`src/rtl/fetch_queue.sv`:
```
// Fetch queue: circular buffer of {PC, instruction} pairs between fetch and decode.
// Accepts up to two instructions per cycle and presents the two oldest entries to decode.
module fetch_queue #(
    parameter int DEPTH = 4
) (
    input  logic        CLK,
    input  logic        reset,
    input  logic [31:0] PCF,
    input  logic        InstrValidF,
    input  logic [31:0] InstrF0,
    input  logic [31:0] InstrF1,
    input  logic [1:0]  FetchCnt,
    input  logic        FlushF,
    input  logic [1:0]  DecodeReady,
    output logic        StallF,
    output logic        ValidD0,
    output logic        ValidD1,
    output logic [31:0] InstrD0,
    output logic [31:0] InstrD1,
    output logic [31:0] PCD0,
    output logic [31:0] PCD1
);

    localparam int AW = $clog2(DEPTH);
    localparam int CW = AW + 1;
    localparam logic [31:0] NOP = 32'h0000_0013;

    logic [AW-1:0] rd_ptr_q, rd_ptr_d;
    logic [AW-1:0] wr_ptr_q, wr_ptr_d;
    logic [CW-1:0] count_q, count_d;
    logic [31:0]   pc_mem_q    [DEPTH];
    logic [31:0]   instr_mem_q [DEPTH];

    logic [1:0]    fetch_cnt, decode_cnt, n_enq, n_deq;
    logic [CW-1:0] free_slots;
    logic [AW-1:0] rd_ptr_p1, wr_ptr_p1;

    always_comb begin
        free_slots = CW'(DEPTH) - count_q;
        StallF     = free_slots < CW'(2);
        fetch_cnt  = (FetchCnt == 2'd1 || FetchCnt == 2'd2) ? FetchCnt : 2'd0;
        decode_cnt = (DecodeReady == 2'd3) ? 2'd2 : DecodeReady;
        // Stall guarantees two free slots, so an accepted packet always fits whole.
        n_enq      = (InstrValidF && !StallF && !FlushF) ? fetch_cnt : 2'd0;
        if (FlushF)
            n_deq = 2'd0;
        else if (CW'(decode_cnt) > count_q)
            n_deq = count_q[1:0];
        else
            n_deq = decode_cnt;

        if (FlushF) begin
            rd_ptr_d = '0;
            wr_ptr_d = '0;
            count_d  = '0;
        end else begin
            rd_ptr_d = rd_ptr_q + AW'(n_deq);
            wr_ptr_d = wr_ptr_q + AW'(n_enq);
            count_d  = count_q + CW'(n_enq) - CW'(n_deq);
        end
    end

    always_ff @(posedge CLK or posedge reset) begin
        if (reset) begin
            rd_ptr_q <= '0;
            wr_ptr_q <= '0;
            count_q  <= '0;
        end else begin
            rd_ptr_q <= rd_ptr_d;
            wr_ptr_q <= wr_ptr_d;
            count_q  <= count_d;
        end
    end

    assign wr_ptr_p1 = wr_ptr_q + AW'(1);
    assign rd_ptr_p1 = rd_ptr_q + AW'(1);

    // Storage is never reset; valid outputs hide stale contents.
    always_ff @(posedge CLK) begin
        if (n_enq != 2'd0) begin
            pc_mem_q[wr_ptr_q]    <= PCF;
            instr_mem_q[wr_ptr_q] <= InstrF0;
        end
        if (n_enq == 2'd2) begin
            pc_mem_q[wr_ptr_p1]    <= PCF + 32'd4;
            instr_mem_q[wr_ptr_p1] <= InstrF1;
        end
    end

    assign ValidD0 = (count_q != '0);
    assign ValidD1 = (count_q >= CW'(2));
    assign InstrD0 = ValidD0 ? instr_mem_q[rd_ptr_q]  : NOP;
    assign InstrD1 = ValidD1 ? instr_mem_q[rd_ptr_p1] : NOP;
    assign PCD0    = ValidD0 ? pc_mem_q[rd_ptr_q]     : 32'h0;
    assign PCD1    = ValidD1 ? pc_mem_q[rd_ptr_p1]    : 32'h0;

endmodule

```
`config.mk`:
```
export PLATFORM = sky130hd
export DESIGN_NAME = fetch_queue
export DESIGN_NICKNAME = d
export VERILOG_FILES = /design/src/rtl/fetch_queue.sv
export SDC_FILE = /design/constraint.sdc
export NUM_CORES = 1
export LEC_CHECK = 0
export ABC_AREA = 1
export CAP_MARGIN = 5
export CORE_AREA = 5 5 187 189
export DETAILED_ROUTE_END_ITERATION = 12
export DIE_AREA = 0 0 192 194
export DONT_BUFFER_PORTS = 1
export PLACE_DENSITY = 0.74
export SKIP_CTS_REPAIR_TIMING = 1
export SLEW_MARGIN = 20
export SYNTH_ARGS = -nofsm -noshare
export SYNTH_HDL_FRONTEND = slang
export SYNTH_SLANG_ARGS = --single-unit
```
`constraint.sdc`:
```
create_clock -name CLK -period 7.8 [get_ports CLK]
set_input_delay 0.78 -clock CLK [delete_from_list [all_inputs] [get_ports CLK]]
set_output_delay 0.78 -clock CLK [all_outputs]
set_load 0.01 [all_outputs]
```
# ---- After elaboration in Yosys (flattened, before gate mapping)
# Memory sizes are Yosys's and may differ from the RTL's.
# Index checks and enable logic that the tools add are counted.
dict set report classes {
  order_cmp 3
  reduce_logical 7
  eq_ne 4
  addsub 8
  muxes 16
}
# op n
set ops {}
lappend ops {{$mux W32} 4}
lappend ops {{$add A32 B3 Y32 const B} 1}
lappend ops {{$mux W2} 7}
lappend ops {{$eq A2 B2 Y1 const B} 3}
lappend ops {{$add A2 B1 Y2 const B} 2}
lappend ops {{$add A2 B2 Y2} 2}
lappend ops {{$mux W1} 4}
lappend ops {{$add A3 B2 Y3} 1}
lappend ops {{$ge A3 B2 Y1 const B} 1}
lappend ops {{$gt A2 B3 Y1} 1}
lappend ops {{$lt A3 B2 Y1 const B} 1}
lappend ops {{$mux W3} 1}
lappend ops {{$reduce_bool A3 Y1} 1}
lappend ops {{$sub A3 B2 Y3} 1}
lappend ops {{$sub A3 B3 Y3 const A} 1}
lappend ops {{$eq A2 B1 Y1 const B} 1}
lappend ops {{$logic_and A1 B1 Y1} 2}
lappend ops {{$logic_not A1 Y1} 2}
lappend ops {{$reduce_bool A2 Y1} 1}
lappend ops {{$logic_or A1 B1 Y1} 1}
dict set report totals {
  memories 2
  regBits 7
  wordCells 43
  mem_bits_rw 256
  input_bits 104
}
# memory depth width read_ports rd_ports_with_merged_regs write_ports line
set mem_list {}
lappend mem_list {instr_mem_q 4 32 2 0 2 32} ;# logic [31:0] instr_mem_q [DEPTH];
lappend mem_list {pc_mem_q 4 32 2 0 2 31} ;# logic [31:0] pc_mem_q [DEPTH];

# ---- Longest topological paths before layout
dict set report depth {
  depth_word 9
  mapped_depth 16
  ltp_nobuf 16
}

# ---- Worst setup path after synthesis
# OpenSTA, ideal clock, no wires.
dict set report synth_timing {
  path_kind {input to register}
  start {input port FlushF}
  end {memory instr_mem_q[3][0], enable pin}
  arrival_time_ps 5741
  n_path_buf 1
  setup_slack_ps 1485
  setup_time_ps 574
  stages 6
  cell_sequence {buf_6 -> nor2_1 -> nand2_1 -> clkinv_2 -> nand2_1 -> o21ai_0}
}
# item line
set synth_lines {}
lappend synth_lines {{from (decl)} 13} ;# input logic FlushF,
lappend synth_lines {{to (decl)} 32}

# ---- Final worst setup path
dict set report layout_timing {
  start {register rd_ptr_q[0]}
  end {output port PCD1[16]}
}
dict set report layout_via {
  elab_chain_len 3
}
# item line
set layout_rtl {}
lappend layout_rtl {{from (decl)} 28} ;# logic [AW-1:0] rd_ptr_q, rd_ptr_d;
lappend layout_rtl {{from (signal assigned)} 69} ;# rd_ptr_q <= rd_ptr_d;
lappend layout_rtl {{$add A2 B1 Y2} 76} ;# assign rd_ptr_p1 = rd_ptr_q + AW'(1);
lappend layout_rtl {{$mem_v2 Z4 W32} n/a}
lappend layout_rtl {{$mux W32} 95} ;# assign PCD1 = ValidD1 ? pc_mem_q[rd_ptr_p1] : 32'h0;
lappend layout_rtl {{to (decl)} 21} ;# output logic [31:0] PCD1
# No other way between the ends.

==> reports/results.tsv <==
stage	metric	value	unit
run_status	status	finished, final reports clean	
timing	setup_viol	0	
worst_setup_path	worstSetupEndpointType	output port	
worst_setup_path	reg2reg_slack	4.40	ns
global_route	antenna_found_initial	0	
synth	synth_cells	2140	
timing	timing.hold.ws	0.104	ns
place	hpwl	32.4	mm
worst_setup_path	startpoint_type	register	
floorplan	ioPinCount	235	
floorplan	start_util	0.493	
timing	rsz0062_at_grt	no	
worst_setup_path	r2r_end	instr_mem_q[3][28]$_DFFE_PP_	
worst_setup_path	worstPathArrival	3.70	ns
global_route	gr-total-overflow	0	
layout	nets	2143	
global_route	first_global_vias	14200	
timing	max_slew_margin	0.238	
synth	synth.top_cell.area_share	0.471	
synth	ys_seq_area_frac	0.481	
routing	ant_nets	0	
synth	netlist-cell-type-count	35	
routing	dr.pass1.iters	6	
timing	drv_slew	0	
synth	yosys.cell_count.top_type	nand2_1	
timing	fmax	223	MHz
synth	synth_area_leaders	edfxtp_1 (47%), nand2_1 (18%), o21ai_0 (8.0%)	
timing	setup_tns	0	ns
worst_setup_path	rr_worst_depth	12	
synth	synthArstFlopShare	0.0266	
routing	post_drt_wl_per_cell	20.9	um
global_route	grt_pass1_wl	78.4	mm
layout	diodes	0	
floorplan	core-area	0.0331	mm^2
clock_network	clock_latency	0.55	ns
routing	post_drt_via_cell_ratio	5.89	
floorplan	die-width	192	um
clock_network	cts_htree_levels	1	
power_and_ir_drop	leakage	7.00	nW
clock_network	cts.clk_slew.worst_paths	0.06	ns
synth	synth-seq-cells	263	
layout	syn_to_final_growth	5.85	%
global_route	grt_use_total	0.267	
synth	ys_warn_count	0	
timing	min_period_over_period	0.575	
synth	synth_edf_count	256	
power_and_ir_drop	powerDensity	308	mW/mm^2
worst_setup_path	reg2reg_from	count_q[1]$_DFF_PP0_	
synth	synthesis.area	0.0163	mm^2
routing	vias	14700	
clock_network	root_buffer	clkbuf_16	
floorplan	row_count	67	
clock_network	cts.sinks	263	
power_and_ir_drop	ir_drop	0.417	mV
place	gp_congestion	0.953	
layout	design_area	0.0173	mm^2
clock_network	cts_max_path_buffers	3	
timing	setup_slack	3.32	ns
place	dpl_cell_area	0.0163	mm^2
clock_network	cts_buffers	30	
floorplan	die-area	0.0372	mm^2
clock_network	cts_tree	built	
worst_setup_path	path_class	reg2out	
routing	drtIter0Drc	1573	
synth	avgSynthCellArea	7.63	um^2
worst_setup_path	crit_path_max_fanout	88	
place	dp_slack	3.93	ns
timing	worst_pin_slew	1.14	ns
synth	ys.flop_type	edfxtp_1	
floorplan	die_h	194	um
worst_setup_path	critPathRequiredTime	7.02	ns
min_path	hold_class	in2async	
synth	syn-num-nets	2256	
timing	fin_crit	4.48	ns
job	max_cap_viol_count	0	
synth	synth_top_area_cell	edfxtp_1	
synth	synthTopCellsByCount	nand2_1 (801), o21ai_0 (260), edfxtp_1 (256)	
timing	final.setup_skew	0.00632	ns
routing	drcViolationCount	0	
layout	drive_above_1_share	0.0439	
timing	hold_viol	0	
place	portBuffers	0	
routing	finalWirelength	52.2	mm
global_route	grt_max_degree	93	
==> metrics by stage <==
stage / total power [W] / cells / utilization
2_1_floorplan: 0.00335 / 2140 / -
3_3_place_gp: 0.00385 / 2443 / 0.492
3_5_place_dp: 0.00390 / 2443 / 0.492
4_1_cts: 0.00531 / 2498 / 0.522
5_1_grt: 0.00560 / 2498 / 0.522
6_report: 0.00533 / 2498 / 0.522
==> registers in the layout, summed over array words and instances, names as in the netlist <==
name         count
instr_mem_q    128
pc_mem_q       128
wr_ptr_q         2
rd_ptr_q         2
count_q          3
==> logic make-up (layout without fill, tap and decap cells) <==
| group | Yosys count | after routing | synth area share |
|---|---|---|---|
| AO/OA/AOI/OAI | 508 | 508 | 0.172 |
| adder cells (fa/ha/maj) | 12 | 12 | 0.0101 |
| AND/OR/NAND/NOR | 1017 | 1017 | 0.240 |
| buffers and inverters | 320 | 230 | 0.0859 |
| XOR/XNOR | 20 | 20 | 0.0112 |
| flip-flops | 263 | 263 | 0.481 |
==> placed cells by master, fill, tap and decap left out, drive strengths merged <==
master / synthesis / layout
o221ai: 3 / 3
dfrtp: 7 / 7
a22oi: 11 / 11
nand2: 802 / 802
a31oi: 50 / 50
ha: 10 / 10
o21ai: 303 / 303
o21bai: 1 / 1
nand3: 26 / 26
bufinv: 0 / 3
nor2: 187 / 187
buf: 103 / 15
o211ai: 59 / 59
xor2: 18 / 18
edfxtp: 256 / 256
xnor2: 2 / 2
fa: 2 / 2
nand4: 1 / 1
clkinv: 3 / 8
a21oi: 78 / 78
nor3: 1 / 1
o2111ai: 3 / 3
clkbuf: 57 / 43
clkinvlp: 0 / 3
inv: 157 / 158
==> worst max-delay path: stages, from the launching register on <==
cell and delay [ns]:
dfrtp_4 0.97, buf_4 0.63, nand2_1 0.24, inv_2 0.08, buf_4 0.57, nand2_1 0.11, a31oi_1 0.47
==> power by group <==
group | switching, W | internal [W]
Combinational | 0.00161 | 0.000511
Sequential | 0.000132 | 0.00165
Clock | 0.000564 | 0.000862
Total | 0.00230 | 0.00303
==> layer usage <==
| metal | share of wire | global-route usage | wire, um |
|---|---|---|---|
| met5 | 0 | 0 | 0 |
| met4 | 0.055 | 0.134 | 2880 |
| met3 | 0.12 | 0.0690 | 6000 |
| met2 | 0.47 | 0.444 | 24500 |
| met1 | 0.36 | 0.321 | 18800 |
==> worst max path at each step <==
stage	startpoint	endpoint	slack, ns	depth (start not counted)
CTS	rd_ptr_q[0]$_DFF_PP0_	PCD1[16]	3.35	6
finish	rd_ptr_q[0]$_DFF_PP0_	PCD1[16]	3.32	6
global route	rd_ptr_q[0]$_DFF_PP0_	PCD1[16]	3.07	6
floorplan	FlushF	instr_mem_q[3][0]$_DFFE_PP_	1.48	6
global placement	rd_ptr_q[0]$_DFF_PP0_	PCD1[16]	4.06	6
detailed placement	rd_ptr_q[0]$_DFF_PP0_	PCD1[16]	3.93	6
==> cell type report <==
cell class	count	area, um^2
Clock buffer	43	861
Inverter	160	602
Tap cell	448	561
Sequential cell	263	7870
Timing Repair Buffer	15	113
Fill cell	3017	15800
Multi-Input combinational cell	1557	7140
Clock inverter	12	144
No activity file was read; power rests on OpenSTA's default activity.
